`src/rtl/ha_array_seq_accum_if.sv`:
```
// Requester/consumer handshake bundle for ha_array_seq_accum: operand pair in, approximate product out.
// The slave modport is the controller's view; the master modport is the requester/consumer view.
interface ha_array_seq_accum_if #(
  parameter int W  = 8,
  parameter int PW = 16
);
  logic          in_valid;
  logic          in_ready;
  logic [W-1:0]  in_x;
  logic [W-1:0]  in_y;
  logic          out_valid;
  logic          out_ready;
  logic [PW-1:0] out_p;

  modport slave (
    input  in_valid, in_x, in_y, out_ready,
    output in_ready, out_valid, out_p
  );

  modport master (
    output in_valid, in_x, in_y, out_ready,
    input  in_ready, out_valid, out_p
  );
endinterface

```
`src/rtl/ha_array_seq_accum.sv`:
```
// Sequential accumulator for the 8x8 approximate half-adder-array generator; one row group per cycle, product after NGRP+1 edges.
// Holds the product in DONE until out_ready; no bypass into IDLE. ZERO_SKIP_EN enables early exit on all-zero upper groups.
module ha_array_seq_accum #(
  parameter int W    = 8,
  parameter int NGRP = 4,
  parameter int TW   = 9,
  parameter int BW   = 7,
  parameter int PW   = 16
) (
  input  logic                 i_clk,
  input  logic                 i_rst_n,
  ha_array_seq_accum_if.slave  bus,
  output logic [W-1:0]         o_gen_x,
  output logic [W-1:0]         o_gen_y,
  input  logic [NGRP*TW-1:0]   i_gen_t,
  input  logic [NGRP*BW-1:0]   i_gen_b,
  output logic                 o_busy
);

  localparam int GW = (NGRP > 1) ? $clog2(NGRP) : 1;

  typedef enum logic [1:0] {
    S_IDLE = 2'd0,
    S_ACC  = 2'd1,
    S_DONE = 2'd2
  } state_t;

  state_t        r_state;
  state_t        w_state_nxt;
  logic [W-1:0]  r_x;
  logic [W-1:0]  r_y;
  logic [PW-1:0] r_acc;
  logic [GW-1:0] r_grp;

  logic [TW-1:0] w_t_k;
  logic [BW-1:0] w_b_k;
  logic [GW:0]   w_sh_t;
  logic [GW+1:0] w_sh_b;
  logic [PW-1:0] w_t_ext;
  logic [PW-1:0] w_b_ext;
  logic [PW-1:0] w_addend;
  logic          w_last;

  // Current group's vectors, weighted by 2^(2k) for t and 2^(2k+2) for b
  assign w_t_k    = i_gen_t[r_grp*TW +: TW];
  assign w_b_k    = i_gen_b[r_grp*BW +: BW];
  assign w_sh_t   = {r_grp, 1'b0};
  assign w_sh_b   = {1'b0, w_sh_t} + (GW+2)'(2);
  assign w_t_ext  = PW'(w_t_k);
  assign w_b_ext  = PW'(w_b_k);
  assign w_addend = (w_t_ext << w_sh_t) + (w_b_ext << w_sh_b);

`ifdef ZERO_SKIP_EN
  logic w_rest_zero;

  always_comb begin
    w_rest_zero = 1'b1;
    for (int g = 0; g < NGRP; g++) begin
      if ((g > int'(r_grp)) && ((|i_gen_t[g*TW +: TW]) || (|i_gen_b[g*BW +: BW]))) begin
        w_rest_zero = 1'b0;
      end
    end
  end

  assign w_last = (r_grp == GW'(NGRP-1)) || w_rest_zero;
`else
  assign w_last = (r_grp == GW'(NGRP-1));
`endif

  always_ff @(posedge i_clk) begin
    if (!i_rst_n) begin
      r_state <= S_IDLE;
    end else begin
      r_state <= w_state_nxt;
    end
  end

  always_comb begin
    w_state_nxt = r_state;
    case (r_state)
      S_IDLE:  if (bus.in_valid) w_state_nxt = S_ACC;
      S_ACC:   if (w_last) w_state_nxt = S_DONE;
      S_DONE:  if (bus.out_ready) w_state_nxt = S_IDLE;
      default: w_state_nxt = S_IDLE;
    endcase
  end

  always_ff @(posedge i_clk) begin
    if (!i_rst_n) begin
      r_x   <= '0;
      r_y   <= '0;
      r_acc <= '0;
      r_grp <= '0;
    end else begin
      case (r_state)
        S_IDLE: begin
          if (bus.in_valid) begin
            r_x   <= bus.in_x;
            r_y   <= bus.in_y;
            r_acc <= '0;
            r_grp <= '0;
          end
        end
        S_ACC: begin
          // Sum is truncated to PW bits; carries out of the top bit are dropped
          r_acc <= r_acc + w_addend;
          if (!w_last) r_grp <= r_grp + GW'(1);
        end
        default: begin
        end
      endcase
    end
  end

  assign bus.in_ready  = (r_state == S_IDLE);
  assign bus.out_valid = (r_state == S_DONE);
  assign bus.out_p     = r_acc;
  assign o_busy        = (r_state != S_IDLE);
  assign o_gen_x       = r_x;
  assign o_gen_y       = r_y;

endmodule

```
`src/flat_wrapper.sv`:
```
// flat-port wrapper written by rule: the top's interface ports become plain ports
module ha_array_seq_accum_flat 
#(
  parameter int W    = 8,
  parameter int NGRP = 4,
  parameter int TW   = 9,
  parameter int BW   = 7,
  parameter int PW   = 16
)
  (i_clk, i_rst_n, o_gen_x, o_gen_y, i_gen_t, i_gen_b, o_busy, bus_in_valid, bus_in_x, bus_in_y, bus_out_ready, bus_in_ready, bus_out_valid, bus_out_p);
  ha_array_seq_accum_if #(.W(W), .PW(PW)) bus_i ();
  input  logic i_clk;
  input  logic i_rst_n;
  output logic [W-1:0] o_gen_x;
  output logic [W-1:0] o_gen_y;
  input  logic [NGRP*TW-1:0] i_gen_t;
  input  logic [NGRP*BW-1:0] i_gen_b;
  output logic o_busy;
  input wire logic [$bits(bus_i.in_valid)-1:0] bus_in_valid;
  input wire logic [$bits(bus_i.in_x)-1:0] bus_in_x;
  input wire logic [$bits(bus_i.in_y)-1:0] bus_in_y;
  input wire logic [$bits(bus_i.out_ready)-1:0] bus_out_ready;
  output wire logic [$bits(bus_i.in_ready)-1:0] bus_in_ready;
  output wire logic [$bits(bus_i.out_valid)-1:0] bus_out_valid;
  output wire logic [$bits(bus_i.out_p)-1:0] bus_out_p;
  assign bus_i.in_valid = bus_in_valid;
  assign bus_i.in_x = bus_in_x;
  assign bus_i.in_y = bus_in_y;
  assign bus_i.out_ready = bus_out_ready;
  assign bus_in_ready = bus_i.in_ready;
  assign bus_out_valid = bus_i.out_valid;
  assign bus_out_p = bus_i.out_p;
  ha_array_seq_accum #(.W(W), .NGRP(NGRP), .TW(TW), .BW(BW), .PW(PW)) u_core (.i_clk(i_clk), .i_rst_n(i_rst_n), .bus(bus_i), .o_gen_x(o_gen_x), .o_gen_y(o_gen_y), .i_gen_t(i_gen_t), .i_gen_b(i_gen_b), .o_busy(o_busy));
endmodule
```
`config.mk`:
```
export PLATFORM = sky130hd
export DESIGN_NAME = ha_array_seq_accum_flat
export DESIGN_NICKNAME = d
export VERILOG_FILES = /design/src/rtl/ha_array_seq_accum_if.sv /design/src/rtl/ha_array_seq_accum.sv /design/src/flat_wrapper.sv
export SDC_FILE = /design/constraint.sdc
export NUM_CORES = 1
export LEC_CHECK = 0
export ABC_CLOCK_PERIOD_IN_PS = 3700
export CELL_PAD_IN_SITES_DETAIL_PLACEMENT = 1
export CELL_PAD_IN_SITES_GLOBAL_PLACEMENT = 1
export CORE_MARGIN = 4
export CORE_UTILIZATION = 23
export DETAILED_ROUTE_END_ITERATION = 10
export PLACE_DENSITY = 0.64
export SYNTH_ARGS = -nofsm -noshare
export SYNTH_HDL_FRONTEND = slang
export SYNTH_SLANG_ARGS = --single-unit
```
`constraint.sdc`:
```
create_clock -name i_clk -period 3.7 [get_ports i_clk]
set_clock_uncertainty 0.15 [all_clocks]
set_input_delay 0.74 -clock i_clk [delete_from_list [all_inputs] [get_ports i_clk]]
set_output_delay 0.74 -clock i_clk [all_outputs]
set_load 0.03 [all_outputs]
```
==> results.json <==
{
  "ant_nets": 0,
  "area_delta_synth_final_pct": 81.58,
  "seq_power_share": 0.197,
  "dpl_cell_area_um2": 4911,
  "grt_max_degree": 29,
  "whs_ns": 0.3143,
  "synth-async-reset-ratio": 0,
  "clock-root-buffer": "clkbuf_16",
  "power_frac_clock": 0.187,
  "hpwl_mm": 9.566,
  "gp_congestion": 0.8436,
  "viasPerCell": 4.605,
  "hold_violations": 0,
  "path_cells": "clkdlybuf4s50_1 -> mux4_2 -> inv_2 -> fa_1 -> inv_2 -> ha_4 -> a21o_1 -> a21o_1 -> a221o_1 -> a31oi_4 -> a31oi_4 -> xnor2_2 -> o21ai_1",
  "setup_viol": 3,
  "fmax_mhz": 268.0,
  "cp.arrival_ns": 3.75,
  "antenna_cells": 0,
  "max_slew_margin": 0.4290,
  "violations": "setup timing",
  "cts_tree": "yes",
  "die_x_um": 123.8,
  "sw_frac_of_total": 0.3812,
  "clockBufferDepth": 2,
  "p_comb_frac": 0.616,
  "syn-cell-area_um2": 3084,
  "drive_gt1_frac": 0.3201,
  "via_count": 3472,
  "cts_max_level": 2,
  "die_area_um2": 15330,
  "clk_latency_ns": 0.28,
  "io_buffers": 118,
  "yosys_warnings": 0,
  "synthTopCellsByArea": "dfxtp_1 23%, fa_1 10%, nand2_1 7.1%, inv_1 6.5%, ha_1 6.1%",
  "drv_slew": 0,
  "cts_sinks": 36,
  "path_clk_slew_ns": 0.06,
  "path_buf_inv": 3,
  "yosysTopAreaCell": "dfxtp_1",
  "crit_fanout": 3,
  "die_h_um": 123.8,
  "grt-ovfl-total": 0,
  "grt_antenna_before_repair": 0,
  "power.switching_mw": 0.8762,
  "drt_iter0_drc": 96,
  "synth_top_area_frac": 0.2337,
  "drc": 0,
  "crit_path_end_kind": "flip-flop",
  "cts-buffers-inserted": 5,
  "post-route-min-period_ns": 3.732,
  "hold_class": "flip-flop to flip-flop",
  "grt_usage": 0.1628,
  "coreArea_um2": 13190,
  "tightest_slew_ns": 0.8565,
  "crit_path_start_kind": "primary input",
  "power_density_nw_per_um2": 410.4,
  "rsz0062_at_grt": "true",
  "cts_hold_buffers": 0,
  "dp_slack_ns": -0.7144,
  "setup_ws_ns": -0.03155,
  "min_period_over_period": 1.009,
  "wl_per_cell_um": 16.93,
  "synth.distinct_cells": 41,
  "peakVddDrop_uv": 187.1,
  "ios": 119,
  "synthCells": 385,
  "first_global_vias": 3882,
  "p_leak_nw": 2.370,
  "nNetsFinal": 692,
  "fin_area_um2": 5600,
  "first_pass_iters": 4,
  "syn_avg_cell_area_um2": 8.011,
  "slowest_stage": "mux4_2",
  "critPathRequiredTime_ns": 3.72,
  "critPathMaxStageDelay_ns": 0.50,
  "cpLargestDelayFamily": "compound AO/OA/AOI/OAI gates",
  "synth_enable_flop_cells": 0,
  "ys.flop_type": "dfxtp_1",
  "cap_violations": 0,
  "fin_util": 0.4246,
  "ys_ff_latch": 36,
  "criticalPathCategory": "primary input to flip-flop",
  "outcome": "complete, but fails checks",
  "grt_pass1_wl_mm": 19.45,
  "p_int_mw": 1.422,
  "ys_seq_area_frac": 0.2337,
  "wl_mm": 12.77,
  "synthesis.nets": 500,
  "start_util": 0.2338,
  "num_rows": 42
}
## synthesized netlist by cell type (2+ instances only)
master	n
nand2_1	58
inv_1	53
dfxtp_1	36
nor2_1	22
a21oi_1	20
a21boi_0	17
clkbuf_1	16
fa_1	16
ha_1	15
o21ai_0	13
mux2i_1	12
nand3_1	11
nor2b_1	10
mux4_2	8
a22oi_1	7
and2_1	7
xnor2_1	7
xor2_1	7
o21ai_1	6
nand2b_1	5
nor3_1	5
mux2_2	4
o211ai_1	4
o21bai_1	4
a21o_1	3
a31oi_1	3
or2_2	2
## repair_timing
action,in CTS,in global routing
setup buffers,17,12
resized for setup,90,60
pin swaps,50,39
hold endpoints to repair,0,0
endpoints found under the setup margin,10,8
## routing by layer
metal	routed length, um	up-vias	track usage
met2	6202	126	0.2944
met5	0	-	0
met4	287	0	0.03737
li1	-	1665	-
met1	5152	1664	0.1869
met3	1125	17	0.05041
## kinds of logic after synthesis
family	count (synthesis)	share of synthesized area
AO/OA/AOI/OAI	85	0.1813
XOR/XNOR	14	0.03976
adder cells (fa/ha/maj)	31	0.1647
buffers and inverters	71	0.08681
flip-flops	36	0.2337
multiplexers	24	0.1120
AND/OR/NAND/NOR	124	0.1817
## tightest hold or removal path, cell delays in order (launching register included)
cell	delay, ns
dfxtp_1	0.31
nand2_1	0.05
a21oi_1	0.06
## stage by stage
step / cells / power, mW / TNS [ns]
after global placement: 721 / 1.498 / -5.176
after CTS: 742 / 2.128 / -0.06898
after detailed placement: 721 / 1.524 / -5.926
after floorplan: 385 / 1.027 / -0.03348
final: 754 / 2.299 / -0.06163
after global routing: 754 / 2.444 / -0.7324
## area by class of cell
cell class	count	area [um2]
Timing Repair Buffer	203	1842
Clock buffer	8	146.4
Fill cell	1547	7590
Sequential cell	36	725.7
Multi-Input combinational cell	278	2467
Inverter	53	198.9
Tap cell	176	220.2
## sequential cells by signal, summed over array words and instances (netlist names)
register,count
u_core.bus.out_p,16
u_core.o_gen_x,8
u_core.o_gen_y,8
u_core.r_grp,2
u_core.r_state,2
## power by group through the flow
stage	clock network (mW)	registers, mW	logic [mW]
after detailed placement	0	0.463	1.06
after global routing	0.457	0.459	1.53
final	0.429	0.454	1.42
after CTS	0.446	0.455	1.23
after floorplan	0	0.521	0.505
after global placement	0	0.460	1.04
## path summary, 6_finish.rpt
| kind | from | end | slack (ns) | depth (start not counted) |
|---|---|---|---|---|
| worst min register to register | u_core.o_gen_x[5] | u_core.o_gen_x[5] | 0.31 | 2 |
| worst max register to register | u_core.r_grp[1] | u_core.bus.out_p[14] | -0.01 | 14 |
| worst max-delay path | i_gen_t[28] | u_core.bus.out_p[14] | -0.03 | 13 |
| worst min-delay path | u_core.o_gen_x[5] | u_core.o_gen_x[5] | 0.31 | 2 |
## placed cells by master, fill, tap and decap left out, types with 11 or more instances in the layout
cell | synthesis | routed
a21boi_0 | 17 | 17
a21oi_1 | 20 | 13
buf_4 | 0 | 76
clkdlybuf4s50_1 | 0 | 82
dfxtp_1 | 36 | 34
dlygate4sd2_1 | 0 | 14
fa_1 | 16 | 13
inv_1 | 53 | 41
inv_2 | 0 | 12
nand2_1 | 58 | 54
nand3_1 | 11 | 11
nor2_1 | 22 | 19
(Power assumes the default switching activity.)
